## src/rtl/elbeth_branch_ctrl_pkg.sv

```systemverilog
// elbeth_branch_ctrl_pkg: shared definitions for the ID-stage branch controller.
//   - brc_state_e   : branch-controller FSM state encodings
//   - OP_*          : branch/jump operation encodings used by the decoder
//   - brc_op_stall  : stall cycles one source operand needs before it is forwardable
package elbeth_branch_ctrl_pkg;

    typedef enum logic [1:0] {
        BRC_S_IDLE    = 2'd0,
        BRC_S_STALL   = 2'd1,
        BRC_S_RESOLVE = 2'd2
    } brc_state_e;

    localparam logic [2:0] OP_BEQ  = 3'd0;
    localparam logic [2:0] OP_BNE  = 3'd1;
    localparam logic [2:0] OP_BLT  = 3'd2;
    localparam logic [2:0] OP_BGE  = 3'd3;
    localparam logic [2:0] OP_BLTU = 3'd4;
    localparam logic [2:0] OP_BGEU = 3'd5;
    localparam logic [2:0] OP_JAL  = 3'd6;
    localparam logic [2:0] OP_JALR = 3'd7;

    // A MEM-stage non-load result is already on the forwarding path, so it costs
    // nothing; x0 is never a real dependency.
    function automatic logic [1:0] brc_op_stall(
        input logic       uses,
        input logic [4:0] rs,
        input logic [4:0] ex_rd,
        input logic       ex_we,
        input logic       ex_ld,
        input logic [4:0] mem_rd,
        input logic       mem_we,
        input logic       mem_ld,
        input logic [1:0] ex_alu_stall,
        input logic [1:0] ex_load_stall,
        input logic [1:0] mem_load_stall
    );
        logic [1:0] e;
        logic [1:0] m;
        e = (uses && ex_we && ex_rd == rs && ex_rd != 5'd0) ? (ex_ld ? ex_load_stall : ex_alu_stall) : 2'd0;
        m = (uses && mem_we && mem_rd == rs && mem_rd != 5'd0 && mem_ld) ? mem_load_stall : 2'd0;
        return (e > m) ? e : m;
    endfunction

endpackage

```

## src/rtl/elbeth_branch_ctrl_hazard.sv

```systemverilog
// elbeth_branch_hazard: combinational required-stall computation for a branch in ID.
//   inputs : id_uses_rs1/2_i, id_rs1/2_addr_i, ex/mem rd index, reg_write and load flags
//   output : stall_o - stall cycles needed (max over rs1/rs2) before operands forward
module elbeth_branch_hazard
    import elbeth_branch_ctrl_pkg::*;
#(
    parameter int EX_ALU_STALL   = 1,
    parameter int EX_LOAD_STALL  = 2,
    parameter int MEM_LOAD_STALL = 1
) (
    input  logic       id_uses_rs1_i,
    input  logic       id_uses_rs2_i,
    input  logic [4:0] id_rs1_addr_i,
    input  logic [4:0] id_rs2_addr_i,
    input  logic [4:0] ex_rd_addr_i,
    input  logic [4:0] mem_rd_addr_i,
    input  logic       ex_reg_write_i,
    input  logic       mem_reg_write_i,
    input  logic       ex_mem_read_i,
    input  logic       mem_mem_read_i,
    output logic [1:0] stall_o
);
    localparam logic [1:0] EA = 2'(EX_ALU_STALL);
    localparam logic [1:0] EL = 2'(EX_LOAD_STALL);
    localparam logic [1:0] ML = 2'(MEM_LOAD_STALL);

    logic [1:0] s1;
    logic [1:0] s2;

    assign s1 = brc_op_stall(id_uses_rs1_i, id_rs1_addr_i, ex_rd_addr_i, ex_reg_write_i, ex_mem_read_i,
                             mem_rd_addr_i, mem_reg_write_i, mem_mem_read_i, EA, EL, ML);
    assign s2 = brc_op_stall(id_uses_rs2_i, id_rs2_addr_i, ex_rd_addr_i, ex_reg_write_i, ex_mem_read_i,
                             mem_rd_addr_i, mem_reg_write_i, mem_mem_read_i, EA, EL, ML);
    assign stall_o = (s1 > s2) ? s1 : s2;
endmodule

```

## src/rtl/elbeth_branch_ctrl.sv

```systemverilog
// elbeth_branch_ctrl: ID-stage branch sequencer. Stalls IF/ID until branch operands are
// forwardable, then turns the branch unit result into one PC redirect plus IF/ID flush.
//   clk, rst_n (async active-low)           hold_i : global freeze
//   id_* : branch in ID and its operands      ex_*/mem_* : producers in EX/MEM
//   bu_branch_taken_i, bu_pc_branch_i        : branch unit result
//   stall_if_id_o, id_ex_bubble_o            : hold IF/ID, bubble ID/EX
//   pc_redirect_valid_o, pc_redirect_o, if_id_flush_o : redirect on a taken resolve
//   ELBETH_BRANCH_PERF_EN adds perf_branches_o, perf_taken_o, perf_stall_cycles_o.
module elbeth_branch_ctrl
    import elbeth_branch_ctrl_pkg::*;
#(
    parameter int XLEN           = 32,
    parameter int EX_ALU_STALL   = 1,
    parameter int EX_LOAD_STALL  = 2,
    parameter int MEM_LOAD_STALL = 1
) (
    input  logic            clk,
    input  logic            rst_n,
    input  logic            hold_i,
    input  logic            id_valid_i,
    input  logic            id_is_branch_i,
    input  logic            id_uses_rs1_i,
    input  logic            id_uses_rs2_i,
    input  logic [4:0]      id_rs1_addr_i,
    input  logic [4:0]      id_rs2_addr_i,
    input  logic [4:0]      ex_rd_addr_i,
    input  logic [4:0]      mem_rd_addr_i,
    input  logic            ex_reg_write_i,
    input  logic            mem_reg_write_i,
    input  logic            ex_mem_read_i,
    input  logic            mem_mem_read_i,
    input  logic            bu_branch_taken_i,
    input  logic [XLEN-1:0] bu_pc_branch_i,
    output logic            stall_if_id_o,
    output logic            id_ex_bubble_o,
    output logic            pc_redirect_valid_o,
    output logic [XLEN-1:0] pc_redirect_o,
    output logic            if_id_flush_o
`ifdef ELBETH_BRANCH_PERF_EN
    ,
    output logic [31:0]     perf_branches_o,
    output logic [31:0]     perf_taken_o,
    output logic [31:0]     perf_stall_cycles_o
`endif
);
    brc_state_e state_q, state_d;
    logic [1:0] cnt_q, cnt_d;
    logic [1:0] req;
    logic       branch;
    logic       stall;
    logic       resolve;
    logic       redirect;

    elbeth_branch_hazard #(
        .EX_ALU_STALL  (EX_ALU_STALL),
        .EX_LOAD_STALL (EX_LOAD_STALL),
        .MEM_LOAD_STALL(MEM_LOAD_STALL)
    ) u_hazard (
        .id_uses_rs1_i  (id_uses_rs1_i),
        .id_uses_rs2_i  (id_uses_rs2_i),
        .id_rs1_addr_i  (id_rs1_addr_i),
        .id_rs2_addr_i  (id_rs2_addr_i),
        .ex_rd_addr_i   (ex_rd_addr_i),
        .mem_rd_addr_i  (mem_rd_addr_i),
        .ex_reg_write_i (ex_reg_write_i),
        .mem_reg_write_i(mem_reg_write_i),
        .ex_mem_read_i  (ex_mem_read_i),
        .mem_mem_read_i (mem_mem_read_i),
        .stall_o        (req)
    );

    assign branch = id_valid_i & id_is_branch_i;

    // The cycle that detects the hazard is itself the first stall cycle, so cnt holds
    // the stall cycles still owed after it; a one-cycle hazard goes straight to resolve.
    always_comb begin
        state_d = state_q;
        cnt_d   = cnt_q;
        stall   = 1'b0;
        resolve = 1'b0;
        if (!branch) begin
            state_d = BRC_S_IDLE;
            cnt_d   = 2'd0;
        end else if (state_q == BRC_S_STALL) begin
            stall   = 1'b1;
            cnt_d   = (cnt_q <= 2'd1) ? 2'd0 : cnt_q - 2'd1;
            state_d = (cnt_q <= 2'd1) ? BRC_S_RESOLVE : BRC_S_STALL;
        end else if (req != 2'd0) begin
            stall   = 1'b1;
            cnt_d   = req - 2'd1;
            state_d = (req == 2'd1) ? BRC_S_RESOLVE : BRC_S_STALL;
        end else begin
            resolve = 1'b1;
            state_d = BRC_S_IDLE;
        end
        if (hold_i) begin
            state_d = state_q;
            cnt_d   = cnt_q;
        end
    end

    always_ff @(posedge clk or negedge rst_n) begin
        if (!rst_n) begin
            state_q <= BRC_S_IDLE;
            cnt_q   <= 2'd0;
        end else begin
            state_q <= state_d;
            cnt_q   <= cnt_d;
        end
    end

    // Redirect is suppressed under hold so the PC is only updated once per branch.
    assign redirect            = rst_n & resolve & bu_branch_taken_i & ~hold_i;
    assign stall_if_id_o       = rst_n & stall;
    assign id_ex_bubble_o      = rst_n & stall;
    assign pc_redirect_valid_o = redirect;
    assign if_id_flush_o       = redirect;
    assign pc_redirect_o       = redirect ? bu_pc_branch_i : '0;

`ifdef ELBETH_BRANCH_PERF_EN
    always_ff @(posedge clk or negedge rst_n) begin
        if (!rst_n) begin
            perf_branches_o     <= 32'd0;
            perf_taken_o        <= 32'd0;
            perf_stall_cycles_o <= 32'd0;
        end else if (!hold_i) begin
            if (resolve) perf_branches_o <= perf_branches_o + 32'd1;
            if (resolve && bu_branch_taken_i) perf_taken_o <= perf_taken_o + 32'd1;
            if (branch && state_q == BRC_S_STALL) perf_stall_cycles_o <= perf_stall_cycles_o + 32'd1;
        end
    end
`endif
endmodule

```

## config.mk

```make
export PLATFORM = sky130hd
export DESIGN_NAME = elbeth_branch_ctrl
export DESIGN_NICKNAME = d
export VERILOG_FILES = /design/src/rtl/elbeth_branch_ctrl_pkg.sv /design/src/rtl/elbeth_branch_ctrl_hazard.sv /design/src/rtl/elbeth_branch_ctrl.sv
export SDC_FILE = /design/constraint.sdc
export NUM_CORES = 1
export LEC_CHECK = 0
export ABC_CLOCK_PERIOD_IN_PS = 7850
export CAP_MARGIN = 5
export CORE_MARGIN = 4
export CORE_UTILIZATION = 31
export DETAILED_ROUTE_END_ITERATION = 10
export GPL_ROUTABILITY_DRIVEN = 1
export PLACE_DENSITY = 0.88
export SETUP_SLACK_MARGIN = 0.05
export SLEW_MARGIN = 20
export SYNTH_ARGS = -nofsm -noshare
export SYNTH_HDL_FRONTEND = slang
export SYNTH_SLANG_ARGS = --single-unit
```

## constraint.sdc

```tcl
create_clock -name clk -period 7.85 [get_ports clk]
set_input_delay 1.57 -clock clk [delete_from_list [all_inputs] [get_ports clk]]
set_output_delay 1.57 -clock clk [all_outputs]
set_load 0.005 [all_outputs]
```

==> impl_metrics.json <==
{
  "rows": 19,
  "die_x_um": 62.7,
  "drive_gt1_share_pct": 5.48,
  "start_kind": "input pin",
  "synth-compound-area-share_pct": 13.6,
  "diodes": 0,
  "r2r_slack_ns": 6.61,
  "path_max_fanout": 34,
  "grt_max_degree": 35,
  "dpl.hpwl_mm": 3.49,
  "fin_crit_sh_pct": 94.9,
  "power_density_mw_per_mm2": 58.5,
  "post_cts_buffers": 0,
  "yosysSeqAreaShare_pct": 10.8,
  "slew_headroom_pct": 66.2,
  "drtIter0Drc": 29,
  "synth_cells": 121,
  "io_pins": 100,
  "skew_ns": 0.00102,
  "crit_slowest_cell": "or4_4",
  "fp.dieH_um": 62.7,
  "netlist.area_leader.share_pct": 21.6,
  "first_pass_iters": 4,
  "clk_path_buf_depth": 2,
  "vias": 1208,
  "synth-edff-count": 0,
  "ant_nets": 0,
  "hold_buffers": 0,
  "synth_top_cell_by_area": "and2_1",
  "clock_latency_ns": 0.23,
  "synth_nets": 190,
  "root_buffer": "clkbuf_4",
  "rsz0062_at_grt": "no",
  "synth.top_cells.by_area": "and2_1 (22%), xnor2_1 (19%), dfrtp_1 (11%)",
  "grtUsageTotal_pct": 19.2,
  "yosys-top-cells-count": "and2_1 (32), xnor2_1 (20), nand2_1 (12)",
  "coreArea_mm2": 0.00281,
  "crit_chain": "clkdlybuf4s50_1 > or4_4 > o21ai_4 > nor3_2 > mux2_1 > ha_1 > a21oi_1 > mux2_4 > a221oi_4 > inv_1 > ha_1 > nand2_1 > nor4_2 > buf_4 > and2_1 > clkdlybuf4s50_1",
  "period_needed_ns": 7.45,
  "drc_errors": 0,
  "synthXorXnorAreaFrac_pct": 18.9,
  "synth-adder-area-share_pct": 6.76,
  "dpl_cell_area_mm2": 0.00194,
  "drv_cap": 0,
  "p_leak_nw": 0.720,
  "cpLargestDelayFamily": "buffers and inverters",
  "hp-class": "reg -> reg",
  "endpoint_kind": "output pin",
  "vias_per_cell": 4.83,
  "wl_per_cell_um": 15.3,
  "ir_worst_vdd_uv": 88.4,
  "holdWs_ns": 0.513,
  "synth.area.mux_share_pct": 3.92,
  "antenna_found_initial": 0,
  "worstPathArrival_ns": 5.88,
  "clock_sinks": 4,
  "gp_congestion": 0.775,
  "cts_tree": "built",
  "synth_top_family_by_area": "simple AND/OR/NAND/NOR gates",
  "netlist_area_um2": 926,
  "cts_buffers": 3,
  "ys.flop_type": "dfrtp_1",
  "drv_slew": 0,
  "grt_overflow": 0,
  "start_util_pct": 33.0,
  "status": "finished clean",
  "fin_nets": 290,
  "yosysMostFrequentCell": "and2_1",
  "htreeDepth": 1,
  "cts_resized": 0,
  "clock.fmax_mhz": 134,
  "portBuffers": 99,
  "routed_wl_mm": 3.81,
  "hold_viol_final": 0,
  "yosysWarnings": 0,
  "grt_pass1_wl_mm": 6.09,
  "grt_pass1_vias": 1230,
  "ys_ff_latch": 4,
  "synth_cell_type_count": 32,
  "clkTransAtPathRegs_ns": 0.03,
  "fill_cells": 229,
  "postLayoutCellArea_mm2": 0.00197,
  "worstSetupPathType": "in -> out",
  "area_growth_pct": 112,
  "setup_viol": 0,
  "avgSynthCellArea_um2": 7.65,
  "cp.required_ns": 6.28,
  "total_power_mw": 0.115,
  "tightest_slew_ns": 0.503,
  "worst-path-buf-inv": 4,
  "die_area_mm2": 0.00393,
  "slowest_delay_ns": 0.56,
  "synthSimpleGateAreaFrac_pct": 41.1,
  "setup_tns_ns": 0,
  "async_flop_share_pct": 100
}
through the flow:
step | instances | util [%] | worst slack, ns
6_report | 250 | 70.1 | 0.398
4_1_cts | 250 | 70.1 | 0.387
3_3_place_gp | 247 | 69.3 | 0.546
3_5_place_dp | 247 | 69.3 | 0.394
2_1_floorplan | 121 | - | 1.48
5_1_grt | 250 | 70.1 | 0.206
area by class of cell:
class	count	area [um2]	share of cell area [%]
clock buffer	3	22.5	1.15
multi-input combinational	107	787	40.0
timing repair buffer	100	998	50.8
tap	31	38.8	1.97
inverter	5	18.8	0.955
sequential	4	100	5.09
routing by layer:
| metal | GRT usage [%] | wire length, um | up-vias |
|---|---|---|---|
| met2 | 39.1 | 2090 | 63 |
| met1 | 19.2 | 1420 | 528 |
| li1 | - | - | 611 |
| met3 | 4.14 | 244 | 6 |
| met5 | 0 | 0 | - |
| met4 | 4.96 | 61 | 0 |
worst reg2reg max path: stages (launching register included):
cell and delay, ns:
dfrtp_1 0.38, nand2b_1 0.20, a41oi_1 0.27, nand2_1 0.08
a22o_1 0.20
report_power, final:
group	internal, mW	switching (mW)
logic	0.0447	0.0217
registers	0.0228	0.00154
clock network	0.0170	0.00729
sequential cells by signal (all words and copies together), names as in the netlist:
signal,cells
cnt_q,2
state_q,2
path summary, 6_finish.rpt:
kind,startpoint,endpoint,cells after the start
max,ex_rd_addr_i[2],pc_redirect_o[19],16
min,state_q[1],state_q[1],2
max reg2reg,state_q[1],cnt_q[1],4
min reg2reg,state_q[1],state_q[1],2
max in group asynchronous,rst_n,cnt_q[0],1
min in group asynchronous,rst_n,state_q[0],1
cell families after synthesis:
family | Yosys count
adders and majority gates | 5
muxes | 3
and+or+nand+nor | 65
xor gates and xnor gates | 20
AOI/OAI and AO/OA | 14
buffers and inverters | 10
DFF | 4
placed cells by master, fill, tap and decap left out, types with 2 or more instances in the layout:
cell type,instances
nand4_1,4
ha_1,5
nor4_1,3
dfrtp_1,4
xnor2_1,20
o21ai_1,2
nand2_1,12
nor2_1,3
nor3_2,2
nor3_1,2
inv_1,5
clkbuf_4,3
and2_1,32
clkdlybuf4s50_1,99
a21oi_1,4
Power figures use the tool's default switching activity.
